**config.mk**
```make
export PLATFORM = sky130hd
export DESIGN_NAME = mc_controller
export DESIGN_NICKNAME = d
export VERILOG_FILES = /design/src/rtl/mc_controller.sv
export SDC_FILE = /design/constraint.sdc
export NUM_CORES = 1
export LEC_CHECK = 0
export ABC_AREA = 1
export CAP_MARGIN = 40
export CORE_MARGIN = 1
export CORE_UTILIZATION = 39
export CTS_CLUSTER_DIAMETER = 100
export DETAILED_ROUTE_END_ITERATION = 8
export PLACE_DENSITY = 0.85
export SLEW_MARGIN = 20
export SYNTH_ARGS = -nofsm -noshare
export SYNTH_HDL_FRONTEND = slang
export SYNTH_SLANG_ARGS = --single-unit
export TNS_END_PERCENT = 5
```
**constraint.sdc**
```tcl
create_clock -name clk -period 3.1 [get_ports clk]
set_input_delay 0.62 -clock clk [delete_from_list [all_inputs] [get_ports clk]]
set_output_delay 0.62 -clock clk [all_outputs]
set_load 0.03 [all_outputs]
```
**src/rtl/mc_controller.sv**
```systemverilog
// mc_controller: multicycle control unit for a small ARM-like datapath.
//
// Decodes the latched instruction, sequences a Moore main FSM and holds the
// NZCV flag register. It drives every select and enable of the datapath.
// Architectural writes (register file, memory, PC, flags) are gated by the
// condition code evaluated against the current flag register.
//
// Ports:
//   clk         in   1  system clock, rising edge
//   reset       in   1  synchronous, active-high
//   Instr       in  32  instruction register contents
//   ALUFlags    in   4  {N,Z,C,V} from the datapath ALU (combinational)
//   PCWrite     out  1  PC register enable
//   MemWrite    out  1  data memory write enable
//   RegWrite    out  1  register file write enable
//   IRWrite     out  1  instruction register enable
//   AdrSrc      out  1  memory address select: 0=PC, 1=Result
//   RegSrc      out  2  [0] forces RA1=R15, [1] selects RA2=Instr[15:12]
//   ALUSrcA     out  2  00=PC, 01=A register
//   ALUSrcB     out  2  00=WriteData reg, 01=ExtImm, 10=constant 4
//   ResultSrc   out  2  00=ALUOut, 01=Data, 10=ALUResult
//   ImmSrc      out  2  Instr[27:26]
//   ALUControl  out  2  00 add, 01 sub, 10 and, 11 orr
//   InstrCount  out 32  retired-instruction counter (only with MC_PERF_CNT_EN)
//
// Build option: define MC_PERF_CNT_EN to add the InstrCount output and counter.

module mc_controller (
    input  logic        clk,
    input  logic        reset,
    input  logic [31:0] Instr,
    input  logic [3:0]  ALUFlags,
    output logic        PCWrite,
    output logic        MemWrite,
    output logic        RegWrite,
    output logic        IRWrite,
    output logic        AdrSrc,
    output logic [1:0]  RegSrc,
    output logic [1:0]  ALUSrcA,
    output logic [1:0]  ALUSrcB,
    output logic [1:0]  ResultSrc,
    output logic [1:0]  ImmSrc,
    output logic [1:0]  ALUControl
`ifdef MC_PERF_CNT_EN
    ,
    output logic [31:0] InstrCount
`endif
);

    typedef enum logic [3:0] {
        StFetch,
        StDecode,
        StMemAdr,
        StMemRead,
        StMemWb,
        StMemWrite,
        StExecuteR,
        StExecuteI,
        StAluWb,
        StBranch
    } state_e;

    state_e      state_q, state_d;
    logic [3:0]  flags_q;

    // Instruction fields
    logic [1:0]  op;
    logic [3:0]  cmd;
    logic        s_bit;
    logic [3:0]  cond;
    logic        rd_is_pc;

    // Data-processing decode
    logic [1:0]  alu_dec;
    logic        no_write;
    logic        cmd_known;
    logic        cmd_arith;
    logic [1:0]  flag_w;

    logic        cond_ex;
    logic        in_execute;

    assign op       = Instr[27:26];
    assign cmd      = Instr[24:21];
    assign s_bit    = Instr[20];
    assign cond     = Instr[31:28];
    assign rd_is_pc = (Instr[15:12] == 4'hf);

    // ---------------------------------------------------------------------
    // Data-processing command decode
    // ---------------------------------------------------------------------
    always_comb begin
        alu_dec   = 2'b00;
        no_write  = 1'b0;
        cmd_known = 1'b1;
        cmd_arith = 1'b0;
        case (cmd)
            4'b0100: begin
                alu_dec   = 2'b00;
                cmd_arith = 1'b1;
            end
            4'b0010: begin
                alu_dec   = 2'b01;
                cmd_arith = 1'b1;
            end
            4'b0000: alu_dec = 2'b10;
            4'b1100: alu_dec = 2'b11;
            4'b1010: begin
                // CMP: subtract for flags only
                alu_dec   = 2'b01;
                no_write  = 1'b1;
                cmd_arith = 1'b1;
            end
            default: begin
                alu_dec   = 2'b00;
                no_write  = 1'b1;
                cmd_known = 1'b0;
            end
        endcase
    end

    // Unsupported commands never touch the flags, even with S set.
    // C and V only follow arithmetic results.
    assign flag_w = {s_bit & cmd_known, s_bit & cmd_arith};

    // ---------------------------------------------------------------------
    // Condition evaluation against the architectural flags
    // ---------------------------------------------------------------------
    always_comb begin
        logic n, z, c, v;
        n = flags_q[3];
        z = flags_q[2];
        c = flags_q[1];
        v = flags_q[0];
        cond_ex = 1'b1;
        case (cond)
            4'b0000: cond_ex = z;
            4'b0001: cond_ex = ~z;
            4'b0010: cond_ex = c;
            4'b0011: cond_ex = ~c;
            4'b0100: cond_ex = n;
            4'b0101: cond_ex = ~n;
            4'b0110: cond_ex = v;
            4'b0111: cond_ex = ~v;
            4'b1000: cond_ex = c & ~z;
            4'b1001: cond_ex = ~c | z;
            4'b1010: cond_ex = (n == v);
            4'b1011: cond_ex = (n != v);
            4'b1100: cond_ex = ~z & (n == v);
            4'b1101: cond_ex = z | (n != v);
            default: cond_ex = 1'b1; // AL, and 1111 treated as AL
        endcase
    end

    // ---------------------------------------------------------------------
    // Flag register
    // ---------------------------------------------------------------------
    assign in_execute = (state_q == StExecuteR) || (state_q == StExecuteI);

    always_ff @(posedge clk) begin
        if (reset) begin
            flags_q <= 4'b0000;
        end else if (in_execute && cond_ex) begin
            if (flag_w[1]) flags_q[3:2] <= ALUFlags[3:2];
            if (flag_w[0]) flags_q[1:0] <= ALUFlags[1:0];
        end
    end

    // ---------------------------------------------------------------------
    // Main FSM
    // ---------------------------------------------------------------------
    always_ff @(posedge clk) begin
        if (reset) begin
            state_q <= StFetch;
        end else begin
            state_q <= state_d;
        end
    end

    always_comb begin
        state_d = StFetch;
        case (state_q)
            StFetch:  state_d = StDecode;
            StDecode: begin
                case (op)
                    2'b00:   state_d = Instr[25] ? StExecuteI : StExecuteR;
                    2'b01:   state_d = StMemAdr;
                    2'b10:   state_d = StBranch;
                    default: state_d = StFetch; // Op11 retires as a NOP
                endcase
            end
            StMemAdr:   state_d = Instr[20] ? StMemRead : StMemWrite;
            StMemRead:  state_d = StMemWb;
            StExecuteR: state_d = StAluWb;
            StExecuteI: state_d = StAluWb;
            default:    state_d = StFetch; // MemWb, MemWrite, AluWb, Branch
        endcase
    end

    // ---------------------------------------------------------------------
    // Moore outputs; the write enables are masked while reset is held
    // ---------------------------------------------------------------------
    always_comb begin
        PCWrite    = 1'b0;
        MemWrite   = 1'b0;
        RegWrite   = 1'b0;
        IRWrite    = 1'b0;
        AdrSrc     = 1'b0;
        ALUSrcA    = 2'b00;
        ALUSrcB    = 2'b00;
        ResultSrc  = 2'b00;
        ALUControl = 2'b00;
        ImmSrc     = op;
        RegSrc     = {op == 2'b01, op == 2'b10};

        case (state_q)
            StFetch: begin
                IRWrite   = 1'b1;
                PCWrite   = 1'b1;
                ALUSrcB   = 2'b10;
                ResultSrc = 2'b10;
            end
            StDecode: begin
                // PC+8 appears on Result for R15 operand reads
                ALUSrcB   = 2'b10;
                ResultSrc = 2'b10;
            end
            StMemAdr: begin
                ALUSrcA = 2'b01;
                ALUSrcB = 2'b01;
            end
            StMemRead: begin
                AdrSrc = 1'b1;
            end
            StMemWb: begin
                ResultSrc = 2'b01;
                RegWrite  = cond_ex;
                PCWrite   = cond_ex & rd_is_pc;
            end
            StMemWrite: begin
                AdrSrc   = 1'b1;
                MemWrite = cond_ex;
            end
            StExecuteR: begin
                ALUSrcA    = 2'b01;
                ALUControl = alu_dec;
            end
            StExecuteI: begin
                ALUSrcA    = 2'b01;
                ALUSrcB    = 2'b01;
                ALUControl = alu_dec;
            end
            StAluWb: begin
                RegWrite = cond_ex & ~no_write;
                PCWrite  = cond_ex & ~no_write & rd_is_pc;
            end
            StBranch: begin
                ALUSrcB   = 2'b01;
                ResultSrc = 2'b10;
                PCWrite   = cond_ex;
            end
            default: ;
        endcase

        if (reset) begin
            PCWrite  = 1'b0;
            MemWrite = 1'b0;
            RegWrite = 1'b0;
            IRWrite  = 1'b0;
        end
    end

`ifdef MC_PERF_CNT_EN
    // ---------------------------------------------------------------------
    // Retired-instruction counter: one tick per return to FETCH
    // ---------------------------------------------------------------------
    logic [31:0] count_q;
    logic        retire;

    assign retire = (state_d == StFetch) &&
                    ((state_q == StMemWb) || (state_q == StMemWrite) ||
                     (state_q == StAluWb) || (state_q == StBranch) ||
                     (state_q == StDecode));

    always_ff @(posedge clk) begin
        if (reset) begin
            count_q <= 32'd0;
        end else if (retire) begin
            count_q <= count_q + 32'd1;
        end
    end

    assign InstrCount = count_q;
`endif

endmodule

```
# Word-level counts from Yosys, hierarchy flattened
# Cells that the tools add are included.
# word_totals
register_bits	8
latch_bits	0
ramBits	0
mem_bits_ro	0
inputBits	38
output_inout_bits	17
wordCells	86
mem_count	0
# op_classes
addsub	0
n_mul	0
n_div	0
order_cmp	0
n_eq_ne	31
shift	0
n_mux	21
bitwise_logic	13
n_reduce_logical	18
# op_table
cell	n
equality test 4 bit, second input constant	11
equality test 4 x 3 -> 1 bit, second input constant	9
equality test 4 x 2 -> 1 bit, second input constant	5
case mux 4 bit (5 select lines)	1
case mux 1 bit (14 select lines)	1
logical NOT 4 bit	3
case mux 4 bit (3 select lines)	1
OR reduction 3 bit	4
two-way mux 1 bit	11
equality test 4 x 1 -> 1 bit, second input constant	2
case mux 2 bit (2 select lines)	2
OR reduction 2 bit	4
AND 1 bit	7
case mux 2 bit (3 select lines)	1
OR reduction 5 bit	1
inverter 1 bit	4
case mux 1 bit (4 select lines)	1
AND reduction 2 bit	2
OR reduction 4 bit	1
two-way mux 3 bit	1
equality test 2 x 1 -> 1 bit, second input constant	1
equality test 2 bit, second input constant	1
logical NOT 2 bit	1
two-way mux 2 bit	1
other kinds (6)	7

# Logic depth before layout (Yosys ltp)
# Gate-level depths: netlist of run 1.
# depth
word_depth	7
ltp_mapped	12
ltp_nobuf	12

# Least setup slack after synthesis of run 1
# No wires, ideal clock.
# synth_path
kind	input port to output port
from	input port Instr[22]
to	output port RegWrite
arrival_time_ps	1617
setup_slack_ps	863
cell_stages	6
path_buffers	0
path_cell_list	nor2_1 o21ai_0 and2_1 nor2_1 nor2_1 nor2_1
# synth_between
elab_chain_cells	5
# synth_lines
element	line_no	source
from (decl)	31	input logic [31:0] Instr,
equality test 4 bit (tied with other cells)	97	case (cmd)
OR reduction 4 bit (no source line) (*)	n/a	
AND 1 bit (*)	254	RegWrite = cond_ex & ~no_write;
case mux 1 bit (2 select lines) (*)	216	case (state_q)
two-way mux 1 bit (*)	265	if (reset) begin
to (decl)	35	output logic RegWrite,
# Every way passes the cells marked *; elsewhere a longest branch is shown, timed or not.

# Worst setup path in the final report of run 1
# layout_path
from	input port Instr[31]
to	output port RegWrite
# layout_between
elab_chain_cells	5
# layout_lines
element	line_no	source
equality test 4 bit (tied with other cells)	136	case (cond)
case mux 1 bit (14 select lines) (*)	136	
AND 1 bit	254	
case mux 1 bit (2 select lines) (*)	216	
two-way mux 1 bit (*)	265	
# Marked as above.

==> results.yml, run 1 <==
grt:
  grt_pass1_wl_mm: 4.04
  antenna_found_initial: 0
  grt_max_degree: 9
  grt_pass1_vias: 1021
  grt_overflow_total: 0
  grt_usage: 0.212
sta:
  hold-worst-slack_ns: 0.558
  slew_viol_final: 0
  skew_ns: 0.0109
  rsz0062_at_grt: "false"
  period_share: 0.925
  setup_tns_ns: 0
  setup_viol: 0
  hold_viol: 0
  fmax_mhz: 349
  period_needed_ns: 2.87
layout:
  n_antenna_cell: 0
  area_growth_pct: 46.2
  drive_gt1_frac: 0.0683
  final_common_cell: "nand2_1"
  final_cell_area_um2: 1250
  nFillCells: 192
  fin_nets: 245
  final_cell_mix: "nand2_1 (49), nor2_1 (34), clkdlybuf4s50_1 (34)"
worst_setup_path:
  rr_worst_depth: 10
  critical_path.max_fanout: 8
  r2r-end: "flags_q[1]$_SDFFE_PP0P_"
  cp.required_ns: 2.48
  startpoint_type: "primary input"
  critical_path_class: "primary input to output port"
  regToRegStartpoint: "flags_q[0]$_SDFFE_PP0P_"
  critical_path.max_stage_delay_ns: 0.59
  critPathSlowestCell: "clkdlybuf4s50_1"
  crit_top_cell: "nand2_1"
  endpoint_kind: "output port"
  r2r_slack_ns: 1.71
  cp.arrival_ns: 2.25
  crit_path_cell_trace: "clkdlybuf4s50_1 -> nand2_1 -> clkinv_1 -> nand3_2 -> a21oi_1 -> nor2_2 -> nand2_4 -> nand2_1 -> nor2_1 -> buf_4"
placement:
  dpl_cell_area_um2: 1230
  place_hpwl_mm: 1.89
  gp_congestion: 0.937
  io_buffers: 37
die:
  fp.dieArea_um2: 2390
  rows: 16
  die_w_um: 48.9
  die-height_um: 48.9
  num_io_pins: 55
  core-area_um2: 2020
  start_util: 0.425
pwr:
  p_seq_frac: 0.326
  p_clk_frac: 0.233
  switchingPower_mw: 0.123
  p_int_mw: 0.213
  power-per-cell-area_nw_per_um2: 268
  power_mw: 0.336
  swShare: 0.365
  comb_power_share: 0.441
  ir_worst_vdd_v: 0.000255
  p_leak_nw: 0.631
yosys:
  synthesis.area_um2: 858
  yosysUniqueCellTypes: 19
  ys_seq_elements: 8
  synth.avg_cell_area_um2: 5.11
  synth_warnings: 0
  synth_area_leaders: "nand2_1 (21%), dfxtp_1 (19%), nor2_1 (15%), inv_1 (14%), nand3_1 (7.0%)"
  synth_nets: 206
  yosysSeqAreaShare: 0.187
  netlist_instances: 168
  yosys.area.top_type: "nand2_1"
  yosys.area.top_type_share: 0.214
detailed_routing:
  drtAntennaViolNets: 0
  drt_iter0_markers: 34
  drc: 0
  vias: 1122
  drt_pass1_iterations: 4
  wl_per_cell_um: 10.0
  routed_wl_mm: 2.33
  routed_via_density: 4.84
clock_tree:
  post-cts-setup-buffer-count: 0
  clk_latency_ns: 0.26
  ctsResizeCount: 0
  cts_buffer_depth: 2
  clockRootBuffer: "clkbuf_4"
  cts_tree: "yes"
  cts.clk_slew.worst_paths_ns: 0.06
  clock_sinks: 8
  hold_buffers: 0
  cts_buffers: 3
  h-tree-depth: 1
worst_hold_path:
  hold-path-endpoint: "flags_q[3]$_SDFFE_PP0P_"
  min_path_type: "flip-flop to flip-flop"
  hold_depth: 4
  min_from: "flags_q[3]$_SDFFE_PP0P_"
job:
  maxCapViolations: 0
status:
  outcome: "complete, no violations"
-- metal layers --
layer  track usage  vias up  part of all wire
met1         0.265      489              0.45
met3        0.0717        2             0.077
li1              -      581                 -
met4        0.0441        0            0.0034
met5             0        -                 0
met2         0.352       50              0.47
-- critical path, delay by kind of cell --
family	cells	cell delay, ns
compound gates	1	0.20
buf+inv	3	0.85
simple gates	6	0.57
-- per-stage QoR --
step / cells / setup slack [ns] / util
2_1_floorplan: 168 / 0.863 / -
3_3_place_gp: 229 / 0.311 / 0.610
3_5_place_dp: 229 / 0.276 / 0.610
4_1_cts: 232 / 0.261 / 0.621
5_1_grt: 232 / 0.0447 / 0.621
6_report: 232 / 0.233 / 0.621
-- layout make-up --
| type | instances | area, um^2 | share of cell area |
|---|---|---|---|
| Multi-Input combinational cell | 123 | 548 | 0.437 |
| Timing Repair Buffer | 37 | 363 | 0.289 |
| Sequential cell | 8 | 160 | 0.128 |
| Inverter | 34 | 128 | 0.102 |
| Tap cell | 27 | 33.8 | 0.0269 |
| Clock buffer | 3 | 22.5 | 0.0179 |
-- state kept, by name (all words and copies together) (netlist names) --
name / flops
flags_q: 4
state_q: 4
-- power groups by stage --
stage                     clock network [mW]  registers [mW]  logic [mW]
final                                 0.0783           0.110       0.148
after global routing                  0.0877           0.110       0.163
after CTS                             0.0821           0.109       0.148
after detailed placement                   0           0.111       0.147
after global placement                     0           0.111       0.145
after floorplan                            0           0.111      0.0845
-- cells by family (layout without fill, tap and decap cells) --
| family | Yosys count | count (layout) | share of synthesized area |
|---|---|---|---|
| simple gates | 107 | 107 | 0.541 |
| buf+inv | 37 | 74 | 0.175 |
| compound gates | 15 | 15 | 0.0933 |
| flops | 8 | 8 | 0.187 |
| other cells | 1 | 1 | 0.00437 |
-- worst max path at each step --
| stage | cells after the start | end | start |
|---|---|---|---|
| after CTS | 12 | RegWrite | Instr[29] |
| after global routing | 11 | PCWrite | Instr[23] |
| final | 10 | RegWrite | Instr[31] |
| after detailed placement | 12 | RegWrite | Instr[29] |
| after floorplan | 6 | RegWrite | Instr[22] |
| after global placement | 6 | ALUControl[1] | Instr[24] |
-- cells in the mapped netlist, drive strengths merged --
| cell type | instances |
|---|---|
| nand3b | 1 |
| clkinv | 1 |
| nand3 | 15 |
| nand4 | 4 |
| o211ai | 1 |
| nand2 | 50 |
| o21ai | 6 |
| a22oi | 1 |
| nor2 | 36 |
| conb | 1 |
| and2 | 1 |
| a21oi | 7 |
| dfxtp | 8 |
| inv | 33 |
| buf | 3 |
(Power assumes the default switching activity.)
==> run 2: changes to the inputs <==
Settings changed: CORE_MARGIN 1 to 3, SLEW_MARGIN 20 to not set, TNS_END_PERCENT 5 to 50.
==> run 2 against run 1 <==
Compared with the run above:
- first-iteration DRC count is 62% lower
- routed wire length is 5.2% higher
- sequential share of layout area stayed put
- total power is 1.4% higher
- clock skew is 0.0018 ns lower
- design area stayed put
- setup slack better by 0.031 ns
- utilization stayed put
- highest routed layer unchanged
==> results.yml, run 2 (synthesis results as in run 1) <==
status:
  outcome: "complete, no violations"
worst_setup_path:
  crit_path_cell_trace: "clkdlybuf4s50_1 -> nor2_1 -> o21ai_0 -> nor2_1 -> clkdlybuf4s50_1"
  critical_path.max_fanout: 3
  critical_path.max_stage_delay_ns: 0.68
  cp.required_ns: 2.48
  critPathSlowestCell: "clkdlybuf4s50_1"
  critical_path_class: "primary input to output port"
  startpoint_type: "primary input"
  cp.arrival_ns: 2.22
  endpoint_kind: "output port"
job:
  maxCapViolations: 0
detailed_routing:
  vias: 1102
  drtAntennaViolNets: 0
  routed_via_density: 4.75
  drc: 0
  routed_wl_mm: 2.45
  drt_iter0_markers: 13
  drt_pass1_iterations: 4
  wl_per_cell_um: 10.6
die:
  start_util: 0.425
  die-height_um: 52.9
  num_io_pins: 55
  core-area_um2: 2020
  rows: 16
  die_w_um: 52.9
  fp.dieArea_um2: 2800
sta:
  period_share: 0.915
  slew_viol_final: 0
  hold-worst-slack_ns: 0.559
  hold_viol: 0
  fmax_mhz: 353
  period_needed_ns: 2.84
  setup_tns_ns: 0
  rsz0062_at_grt: "false"
  skew_ns: 0.00912
  setup_viol: 0
layout:
  area_growth_pct: 46.2
  n_antenna_cell: 0
  final_common_cell: "nand2_1"
  nFillCells: 205
  largest_registers: "flags_q (4), state_q (4)"
  drive_gt1_frac: 0.0683
  final_cell_mix: "nand2_1 (49), nor2_1 (34), clkdlybuf4s50_1 (34)"
  fin_nets: 245
grt:
  met3_usage: 0.0704
  grt_pass1_vias: 996
  grt_max_degree: 9
  antenna_found_initial: 0
  grt_pass1_wl_mm: 4.03
  busiest_layer: "met2"
  grt_overflow_total: 0
  met1_usage: 0.197
  grt_usage: 0.194
  use_met2: 0.378
pwr:
  power-per-cell-area_nw_per_um2: 272
  ir_worst_vdd_v: 0.000232
  p_leak_nw: 0.631
placement:
  place_hpwl_mm: 2.06
  gp_congestion: 0.844
  io_buffers: 37
clock_tree:
  ctsResizeCount: 0
  clk_latency_ns: 0.26
  cts_buffers: 3
  post-cts-setup-buffer-count: 0
  cts_tree: "yes"
  hold_buffers: 0
  cts_buffer_depth: 2
  clockRootBuffer: "clkbuf_4"
  cts.clk_slew.worst_paths_ns: 0.06
  h-tree-depth: 1
  clock_sinks: 8
worst_hold_path:
  min_path_type: "flip-flop to flip-flop"
## run 2: cell counts in the layout (fill, tap and decap cells not counted)
Identical to the previous run, type by type.
## run 2: final timing paths
check | start | end | slack [ns] | depth (start not counted)
worst max-delay path | Instr[22] | ALUControl[1] | 0.26 | 5
worst min-delay path | flags_q[0]$_SDFFE_PP0P_ | flags_q[0]$_SDFFE_PP0P_ | 0.56 | 4
worst max register to register | flags_q[3]$_SDFFE_PP0P_ | flags_q[0]$_SDFFE_PP0P_ | 1.76 | 11
worst min register to register | flags_q[0]$_SDFFE_PP0P_ | flags_q[0]$_SDFFE_PP0P_ | 0.56 | 4
## run 2: area by class of cell
class	count	area [um^2]	area share
well taps	27	33.8	0.0269
multi-input cells	123	548	0.437
clock buffers	3	22.5	0.0179
flip-flops and latches	8	160	0.128
inverters	34	128	0.102
repair buffers	37	363	0.289
## run 2: power by group
group	internal, mW	leakage, nW	switching, mW
combinational	0.0628	0.552	0.0855
sequential	0.106	0.0650	0.00338
clock	0.0445	0.0138	0.0383
total	0.214	0.631	0.127
## run 2: through the flow
stage	area (um^2)	worst slack [ns]	utilization	std cells	power (mW)
floorplan	858	0.863	-	168	0.195
global placement	1230	0.301	0.610	229	0.257
detailed placement	1230	0.273	0.610	229	0.260
CTS	1250	0.261	0.621	232	0.342
global route	1250	0.139	0.621	232	0.362
finish	1250	0.264	0.621	232	0.341
## run 2: worst max-delay path, delay by kind of cell
kind,cells,cell delay [ns]
buffers and inverters,2,1.11
AND/OR/NAND/NOR,2,0.32
AO/OA/AOI/OAI,1,0.17
## run 2: metal layers
| layer | vias to the layer above | wire (um) |
|---|---|---|
| met1 | 488 | 1050 |
| met3 | 2 | 142 |
| met2 | 27 | 1250 |
| met4 | 0 | 6 |
| li1 | 585 | - |
| met5 | - | 0 |
==> run 3: changes to the inputs <==
Settings changed: CORE_UTILIZATION 39 to 36, PLACE_DENSITY 0.85 to 0.8.
Clock period 3.1 ns to 3.07 ns, I/O delays scaled along.
==> run 3 against run 2 <==
Compared with the run above:
- via count down 5.1%
- non-clock buffer count up 1
- critical endpoint unchanged
- register-to-register slack about the same
- cell count up 0.86%
- sequential cell count unchanged
- combinational power about the same
- hold slack worse by 0.014 ns
- routed wire length down 11%
- setup slack worse by 0.031 ns
- design area up 0.70%
- count of clock-buffer cells in the layout unchanged
- global-route usage down 3.2 points
==> results.yml, run 3 (synthesis results as in run 1) <==
sta:
  period_needed_ns: 2.84
  period_share: 0.924
  skew_ns: 0.000386
  hold_viol: 0
  setup_tns_ns: 0
  fmax_mhz: 352
  rsz0062_at_grt: "false"
  slew_viol_final: 0
  setup_viol: 0
clock_tree:
  cts_tree: "yes"
  cts_buffers: 3
  ctsResizeCount: 0
  clockRootBuffer: "clkbuf_4"
  clk_latency_ns: 0.25
  cts.clk_slew.worst_paths_ns: 0.06
  post-cts-setup-buffer-count: 0
  cts_buffer_depth: 2
  hold_buffers: 0
  h-tree-depth: 1
  clock_sinks: 8
grt:
  grt_pass1_vias: 861
  antenna_found_initial: 0
  grt_pass1_wl_mm: 3.61
  grt_max_degree: 9
  grt_usage: 0.161
  grt_overflow_total: 0
pwr:
  comb_power_share: 0.438
  p_int_mw: 0.216
  switchingPower_mw: 0.125
  swShare: 0.366
  p_leak_nw: 0.636
  ir_worst_vdd_v: 0.000226
  power-per-cell-area_nw_per_um2: 270
  p_clk_frac: 0.239
  p_seq_frac: 0.323
layout:
  final_cell_area_um2: 1260
  n_antenna_cell: 0
  final_cell_mix: "nand2_1 (49), nor2_1 (34), clkdlybuf4s50_1 (34)"
  area_growth_pct: 47.2
  largest_registers: "flags_q (4), state_q (4)"
  final_common_cell: "nand2_1"
  fin_nets: 246
  drive_gt1_frac: 0.0728
worst_hold_path:
  min_path_type: "flip-flop to flip-flop"
worst_setup_path:
  startpoint_type: "primary input"
  crit_path_cell_trace: "clkdlybuf4s50_1 -> nor2_1 -> o21ai_0 -> nor2_1 -> clkdlybuf4s50_1"
  path_buf_inv: 2
  critPathSlowestCell: "clkdlybuf4s50_1"
  cp.required_ns: 2.46
  critical_path_class: "primary input to output port"
  cp.arrival_ns: 2.22
  critical_path.max_fanout: 3
  critical_path.max_stage_delay_ns: 0.67
  endpoint_kind: "output port"
  cp_top_family: "buffers and inverters"
placement:
  place_hpwl_mm: 1.81
  io_buffers: 37
  dpl_cell_area_um2: 1240
  gp_congestion: 0.807
die:
  start_util: 0.384
  core-area_um2: 2230
  rows: 17
  die-height_um: 54.8
  die_w_um: 54.8
  num_io_pins: 55
  fp.dieArea_um2: 3010
detailed_routing:
  vias: 1046
  drt_pass1_iterations: 4
  drtAntennaViolNets: 0
  routed_wl_mm: 2.17
  wl_per_cell_um: 9.27
  drc: 0
  routed_via_density: 4.47
  drt_iter0_markers: 10
status:
  outcome: "complete, no violations"
job:
  maxCapViolations: 0
[run 3: final timing paths]
check / start / end / slack (ns) / depth (start not counted)
max: Instr[22] / ALUControl[1] / 0.23 / 5
min: flags_q[0]$_SDFFE_PP0P_ / flags_q[0]$_SDFFE_PP0P_ / 0.54 / 4
max reg2reg: flags_q[3]$_SDFFE_PP0P_ / flags_q[1]$_SDFFE_PP0P_ / 1.76 / 11
min reg2reg: flags_q[0]$_SDFFE_PP0P_ / flags_q[0]$_SDFFE_PP0P_ / 0.54 / 4
[run 3: cell type report]
| cell class | instances | area [um^2] |
|---|---|---|
| Clock buffer | 3 | 22.5 |
| Multi-Input combinational cell | 123 | 548 |
| Fill cell | 228 | 970 |
| Sequential cell | 8 | 160 |
| Inverter | 34 | 128 |
| Timing Repair Buffer | 38 | 370 |
| Tap cell | 28 | 35.0 |
[run 3: tightest hold or removal path, cell delays in order (launching register included)]
cell     delay, ns
dfxtp_1       0.32
inv_1         0.07
nand2_1       0.05
inv_1         0.04
nor2_1        0.03
[run 3: stage by stage]
stage                     utilization  instances  hold slack, ns  power, mW  setup WS (ns)
after floorplan                     -        168           0.519      0.197          0.845
after global placement          0.556        231           0.544      0.261          0.269
after detailed placement        0.556        231           0.534      0.261          0.245
after CTS                       0.566        234           0.546      0.342          0.246
after global routing            0.566        234           0.600      0.361          0.114
final                           0.566        234           0.545      0.341          0.233
[run 3: power groups by stage]
stage | logic (mW) | clock network (mW) | registers (mW)
floorplan | 0.0853 | 0 | 0.112
global placement | 0.148 | 0 | 0.112
detailed placement | 0.149 | 0 | 0.112
global route | 0.165 | 0.0859 | 0.110
CTS | 0.149 | 0.0824 | 0.110
finish | 0.149 | 0.0817 | 0.110
[run 3: metal layers]
layer	track usage	wire [um]	vias to the layer above
met5	0	0	-
met3	0.0381	138	0
li1	-	-	587
met2	0.248	906	26
met1	0.234	1120	433
met4	0.0124	0	0
